$ cat config.mk
export PLATFORM = sky130hd
export DESIGN_NAME = reg_dump
export DESIGN_NICKNAME = d
export VERILOG_FILES = /design/src/rtl/reg_dump_pkg.sv /design/src/rtl/reg_dump.sv
export SDC_FILE = /design/constraint.sdc
export NUM_CORES = 1
export LEC_CHECK = 0
export CAP_MARGIN = 5
export CORE_MARGIN = 4
export CORE_UTILIZATION = 37
export CTS_CLUSTER_SIZE = 20
export DETAILED_ROUTE_END_ITERATION = 8
export MAX_ROUTING_LAYER = met4
export PLACE_DENSITY = 0.76
export SLEW_MARGIN = 20
export SYNTH_ARGS = -nofsm -noshare
export SYNTH_HDL_FRONTEND = slang
export SYNTH_SLANG_ARGS = --single-unit
$ cat constraint.sdc
create_clock -name clk -period 1.65 [get_ports clk]
set_input_delay 0.2475 -clock clk [delete_from_list [all_inputs] [get_ports clk]]
set_output_delay 0.2475 -clock clk [all_outputs]
set_load 0.1 [all_outputs]
$ cat src/rtl/reg_dump_pkg.sv
// Shared constants and FSM encoding for the register-bank dump engine.
package reg_dump_pkg;

  localparam int unsigned NREG = 32;
  localparam int unsigned AW   = 5;
  localparam int unsigned DW   = 32;

  typedef enum logic [0:0] {
    ST_IDLE   = 1'b0,
    ST_STREAM = 1'b1
  } state_e;

endpackage

$ cat src/rtl/reg_dump.sv
// Walks a wrapping index range through one bank read port and streams
// each captured word as an {index, data} beat on a valid/ready port.
module reg_dump
  import reg_dump_pkg::*;
(
  input  logic          clk,
  input  logic          reset_DUMP,
  input  logic          start,
  input  logic [AW-1:0] first,
  input  logic [AW-1:0] last,
  input  logic          abort,
  output logic [AW-1:0] rf_addr,
  input  logic [DW-1:0] rf_data,
  output logic          out_valid,
  input  logic          out_ready,
  output logic [AW-1:0] out_addr,
  output logic [DW-1:0] out_data,
  output logic          out_last,
  output logic          busy,
  output logic          done
);

  state_e        state_q;
  logic [AW-1:0] ptr_q;
  logic [AW-1:0] end_q;
  logic          issued_q;
  logic          valid_q;
  logic [AW-1:0] addr_q;
  logic [DW-1:0] data_q;
  logic          last_q;
  logic          done_q;

  logic          hs_c;
  logic          load_c;
  logic          at_end_c;
  logic [AW-1:0] ptr_inc_c;

  // Handshake / load qualifiers; the output slot refills in the same
  // cycle it drains so back-pressure never introduces a bubble.
  always_comb begin
    hs_c      = valid_q & out_ready;
    load_c    = (state_q == ST_STREAM) & ~issued_q & (~valid_q | out_ready);
    at_end_c  = (ptr_q == end_q);
    ptr_inc_c = ptr_q + AW'(1);
  end

  // Dump FSM with registered beat slot; abort outranks handshake and load.
  always_ff @(posedge clk) begin
    if (reset_DUMP) begin
      state_q  <= ST_IDLE;
      ptr_q    <= '0;
      end_q    <= '0;
      issued_q <= 1'b0;
      valid_q  <= 1'b0;
      addr_q   <= '0;
      data_q   <= '0;
      last_q   <= 1'b0;
      done_q   <= 1'b0;
    end else begin
      done_q <= 1'b0;
      case (state_q)
        ST_IDLE: begin
          if (start) begin
            state_q  <= ST_STREAM;
            ptr_q    <= first;
            end_q    <= last;
            issued_q <= 1'b0;
          end
        end
        ST_STREAM: begin
          if (abort) begin
            state_q <= ST_IDLE;
            valid_q <= 1'b0;
            last_q  <= 1'b0;
          end else if (hs_c && last_q) begin
            state_q <= ST_IDLE;
            valid_q <= 1'b0;
            last_q  <= 1'b0;
            done_q  <= 1'b1;
          end else if (load_c) begin
            data_q  <= rf_data;
            addr_q  <= ptr_q;
            valid_q <= 1'b1;
            last_q  <= at_end_c;
            if (at_end_c) begin
              issued_q <= 1'b1;
            end else begin
              ptr_q <= ptr_inc_c;
            end
          end else if (hs_c) begin
            valid_q <= 1'b0;
          end
        end
        default: state_q <= ST_IDLE;
      endcase
    end
  end

  assign rf_addr   = ptr_q;
  assign out_valid = valid_q;
  assign out_addr  = addr_q;
  assign out_data  = data_q;
  assign out_last  = last_q;
  assign busy      = (state_q == ST_STREAM);
  assign done      = done_q;

endmodule

==> reports/results.ini <==
[final_layout]
drive_gt1_share_pct=21.4
stdcell_count=411
nNetsFinal=388
finish.utilization_pct=69.8
syn2layout_area_growth_pct=79.7
fin_area_um2=3610
diodes=0

[timing]
fmax_mhz=629
finalHoldViolations=0
rsz0062_at_grt=true
report.final.slew_viol_count=0
layout_setup_ws_ns=0.0612
setup_viol=0
setup_tns_ns=0
worst_pin_slew_ns=0.430
finalCritPeriodShare_pct=96.3
slew_headroom_pct=71.3
hold_ws_ns=0.332
fin_crit_ns=1.59
finClkSkew_ns=0.00737

[synthesis]
synth_area_leaders=dfxtp_1 52%, nand2_1 17%, a21oi_1 11%
syn_nets=298
synth_edf_count=0
async_flop_share_pct=0
synth_area_um2=2010
ys_seq_area_share_pct=51.8
synth.avg_cell_area_um2=8.04
synth_common_cells=91 x nand2_1, 52 x dfxtp_1, 45 x a21oi_1
yosysWarningCount=0
synth_ff_type=dfxtp_1
yosysUniqueCellTypes=27
syn_inst=250
yosysTopAreaCellShare_pct=51.8
yosysMostFrequentCell=nand2_1
synth_area_leader_cell=dfxtp_1
ys_ff_latch=52

[worst_hold_path]
min_delay_path_depth=3
hold_class=in -> reg
hold_end=out_valid$_SDFFE_PP0P_
hold_start=abort

[place]
place_congestion=0.819
dpl-instance-area_um2=3520
dp_hpwl_mm=4.18
dp.cells=403
place_ws_ns=-0.320
io_buffers=92

[critical_path]
required_ns=1.86
r2r_start=out_last$_SDFFE_PP0P_
critPathMaxStageDelay_ns=0.47
start_kind=flip-flop
reg2reg_setup_slack_ns=0.06
crit_slowest_cell=or4b_1
arrival_ns=1.80
critical_path_class=reg -> reg
crit_chain=nand2b_4, a211oi_4, o22ai_4, or4b_1, a31oi_1
r2r_end=rf_addr[3]$_SDFFE_PP0P_
cp_max_fo=6
ff2ff_path_depth=5
cp-end-kind=flip-flop

[route]
antenna_left=0
drt_iter0_drc=61
drc=0
drt_first_pass_iters=4
wl_per_cell_um=13.4
via_count=1974
vias_per_cell=4.80
drt-total-wl_mm=5.50

[floorplanning]
fp.dieW_um=81.7
io_pins=93
core.rowCount=26
die_h_um=81.7
dieArea_um2=6680
core_area_um2=5170
initial_core_util_pct=38.9

[status]
run_status=finished, final reports clean

[cts]
htreeDepth=2
post_cts_buffers=0
clock_latency_ns=0.29
cts_tree=built
root_buffer=clkbuf_8
postCtsHoldBufs=0
clk_path_buf_depth=2
cts_sinks=52
cts.clk_slew.worst_paths_ns=0.08
numCtsBuffers=5

[power]
peakVddDrop_mv=0.520
powerDensity_nw_per_um2=813
leakage_nw=1.31
p_total_mw=2.94

[global_routing]
antenna_found_initial=0
grt_overflow=0
grt_usage_pct=17.1
grt_pass1_wl_mm=8.69
grt_max_degree=38
grt_pass1_vias=1929

[run]
cap_violations=0

power by group:
part / switching (mW) / internal (mW) / total [mW] / leakage [nW]
Combinational: 0.511 / 0.366 / 0.877 / 0.838
Sequential: 0.0790 / 1.31 / 1.39 / 0.428
Clock: 0.374 / 0.298 / 0.673 / 0.0422
how the worst max path moves through the flow:
stage,depth (start not counted),endpoint,start
after detailed placement,6,rf_addr[3]$_SDFFE_PP0P_,out_ready
after global placement,6,rf_addr[3]$_SDFFE_PP0P_,out_ready
after floorplan,5,rf_addr[4]$_SDFFE_PP0P_,out_last$_SDFFE_PP0P_
after CTS,5,rf_addr[3]$_SDFFE_PP0P_,out_last$_SDFFE_PP0P_
final,5,rf_addr[3]$_SDFFE_PP0P_,out_last$_SDFFE_PP0P_
after global routing,5,rf_addr[3]$_SDFFE_PP0P_,out_last$_SDFFE_PP0P_
repair_timing:
item                                    in CTS  in global routing
gates resized for setup                      1                  2
pin swaps                                    1                  1
endpoints found under the setup margin       2                  3
flip-flops by register name, indices dropped and copies added, names as in the netlist:
signal	cells
out_data	32
rf_addr	5
issued_q	1
end_q	5
busy	1
out_addr	5
out_last	1
done	1
out_valid	1
worst max-delay path, delay by kind of cell (launching register included):
| kind | cells | cell delay, ns |
|---|---|---|
| flip-flops | 1 | 0.37 |
| AO/OA/AOI/OAI | 3 | 0.51 |
| AND/OR/NAND/NOR | 2 | 0.63 |
cell usage in the layout, fill, tap and decap left out, drive strengths merged, types with 4 or more instances in the layout:
cell type	n
clkdlybuf4s50	43
nand2	91
nand2b	4
dfxtp	52
a21oi	45
xnor2	5
nand3	5
buf	55
clkbuf	7
logic make-up after synthesis:
| kind of cell | Yosys count | share of synthesized area [%] |
|---|---|---|
| flops | 52 | 51.8 |
| simple gates | 109 | 22.6 |
| mux | 4 | 2.05 |
| compound gates | 59 | 16.7 |
| buf+inv | 20 | 4.04 |
| fa+ha+maj | 1 | 0.622 |
| xor+xnor | 5 | 2.18 |
cell type report:
cell class	instances	area, µm²
Clock buffer	7	76.3
Clock inverter	1	5.00
Inverter	3	11.3
Timing Repair Buffer	100	1450
Tap cell	70	87.6
Fill cell	390	1560
Multi-Input combinational cell	178	911
Sequential cell	52	1070
metal layers:
| layer | track usage, % | wire [µm] | vias up |
|---|---|---|---|
| li1 | - | - | 1010 |
| met1 | 19.8 | 2360 | 896 |
| met2 | 29.9 | 2650 | 64 |
| met3 | 4.28 | 458 | 4 |
| met4 | 3.99 | 34 | 0 |
| met5 | - | 0 | - |
Power figures use the tool's default switching activity.
==> patch: new RTL, same settings <==
Set the package constant `DW` to 64 (it was 32).
--- a/src/rtl/reg_dump_pkg.sv
+++ b/src/rtl/reg_dump_pkg.sv
@@ -3,7 +3,7 @@
 
   localparam int unsigned NREG = 32;
   localparam int unsigned AW   = 5;
-  localparam int unsigned DW   = 32;
+  localparam int unsigned DW   = 64;
 
   typedef enum logic [0:0] {
     ST_IDLE   = 1'b0,
Ports: changed (resized out_data and rf_data); port bits go from 93 to 157. No check against the original RTL was run, so the function may have changed too.
==> patch against the unedited design <==
Power rose by 73%. Area after synthesis rose by 52%. Sequential cell count rose by 32. Global-route usage rose by 2.7 points. Cell area rose by 63%. The run now ends with negative setup slack left. Wire length rose by 73%. Worst setup slack got worse by 0.18 ns. Clock skew rose by 0.00055 ns. Die area rose by 47%.
==> patch: results (changes against the unedited design) <==
<table>
<tr><th>Metric</th><th>Value</th></tr>
<tr><th colspan="2">Status</th></tr>
<tr><td>Status</td><td>finished, violations left (was completed)</td></tr>
<tr><td>Violated checks</td><td>negative setup slack</td></tr>
<tr><th colspan="2">Timing</th></tr>
<tr><td>Least-Margin Pin Slew</td><td>0.5171 ns (was 0.4301 ns)</td></tr>
<tr><td>Sum Neg Setup Slack</td><td>-0.2313 ns (was 0 ns)</td></tr>
<tr><td>Fin crit period</td><td>1.771 ns (was 1.589 ns)</td></tr>
<tr><td>Minimum setup slack in the final design</td><td>-0.1213 ns (was 0.06119 ns)</td></tr>
<tr><td>Final number of setup-violating endpoints</td><td>3 (was 0)</td></tr>
<tr><th colspan="2">Clock network</th></tr>
<tr><td>Buffer count from post-CTS setup fixing</td><td>1 (was 0)</td></tr>
<tr><td>H-tree level count</td><td>3 (was 2)</td></tr>
<tr><td>Source-to-sink clock delay at the later pin of the worst-skew pair</td><td>0.34 ns (was 0.29 ns)</td></tr>
<tr><th colspan="2">Min path</th></tr>
<tr><td>Critical hold path startpoint</td><td>reset_DUMP (was abort)</td></tr>
<tr><td>Hold worst-path end</td><td>out_data[38]$_SDFFE_PP0P_ (was out_valid$_SDFFE_PP0P_)</td></tr>
<tr><th colspan="2">Pwr</th></tr>
<tr><td>Worst vdd rail ir drop</td><td>0.0005509 V (was 0.0005195 V)</td></tr>
<tr><td>Cell leakage power</td><td>2.180 nW (was 1.309 nW)</td></tr>
<tr><td>Relative contribution of the clock network to total power</td><td>28.0% (was 22.9%)</td></tr>
<tr><td>Switching Power</td><td>1.661 mW (was 964.6 µW)</td></tr>
<tr><th colspan="2">Placed design</th></tr>
<tr><td>RD Place Congestion</td><td>0.8479 (was 0.8185)</td></tr>
<tr><td>Number of port buffers</td><td>156 (was 92)</td></tr>
<tr><td>Cell count after placement</td><td>641 (was 403)</td></tr>
<tr><td>Total placed instance area</td><td>0.005689 mm² (was 0.003522 mm²)</td></tr>
<tr><th colspan="2">Setup path</th></tr>
<tr><td>R2R setup slack</td><td>-0.10 ns (was 0.06 ns)</td></tr>
<tr><td>Largest fanout on the critical path</td><td>3 (was 6)</td></tr>
<tr><th colspan="2">Synthesis</th></tr>
<tr><td>Instance count of the mapped netlist</td><td>387 (was 250)</td></tr>
<tr><td>Top cells by area in the synthesized netlist</td><td>dfxtp_1 55%, nand2_1 19%, a21oi_1 13% (was dfxtp_1 52%, nand2_1 17%, a21oi_1 11%)</td></tr>
<tr><td>Count of different cell masters after synthesis</td><td>28 (was 27)</td></tr>
<tr><th colspan="2">Detailed routing</th></tr>
<tr><td>Vias after detailed routing</td><td>3187 (was 1974)</td></tr>
<tr><th colspan="2">Finish</th></tr>
<tr><td>Number of flip-flops in the largest register</td><td>64 (was 32)</td></tr>
</table>
[patch: cell types whose count changed after synthesis, sizes merged, moves of 2 or more]
cell	before	now
buf	6	3
xnor2	5	2
dfxtp	52	84
clkbuf	11	24
a211oi	3	5
nand2	91	153
nand3	5	3
a21oi	45	77
xor2	0	3
or3	2	0
[patch: per-layer routing]
metal | part of all wire, % | GRT usage (%)
met1 | 41 | 22.28
met2 | 52 | 34.50
met3 | 6.1 | 5.591
met4 | 0.77 | 5.147
met5 | 0 | -
[patch: area by class of cell]
cell class,instances,share of cell area (%)
clock buffers,10,2.165
clock inverters,6,1.082
inverters,3,0.1910
multi-input cells,273,22.11
flip-flops and latches,84,28.90
well taps,102,2.165
repair buffers,180,43.38
[patch: critical path: cells and delay by family]
| kind | cells | cell delay [ns] |
|---|---|---|
| and+or+nand+nor | 2 | 0.63 |
| buffers and inverters | 1 | 0.43 |
| AOI/OAI and AO/OA | 3 | 0.72 |
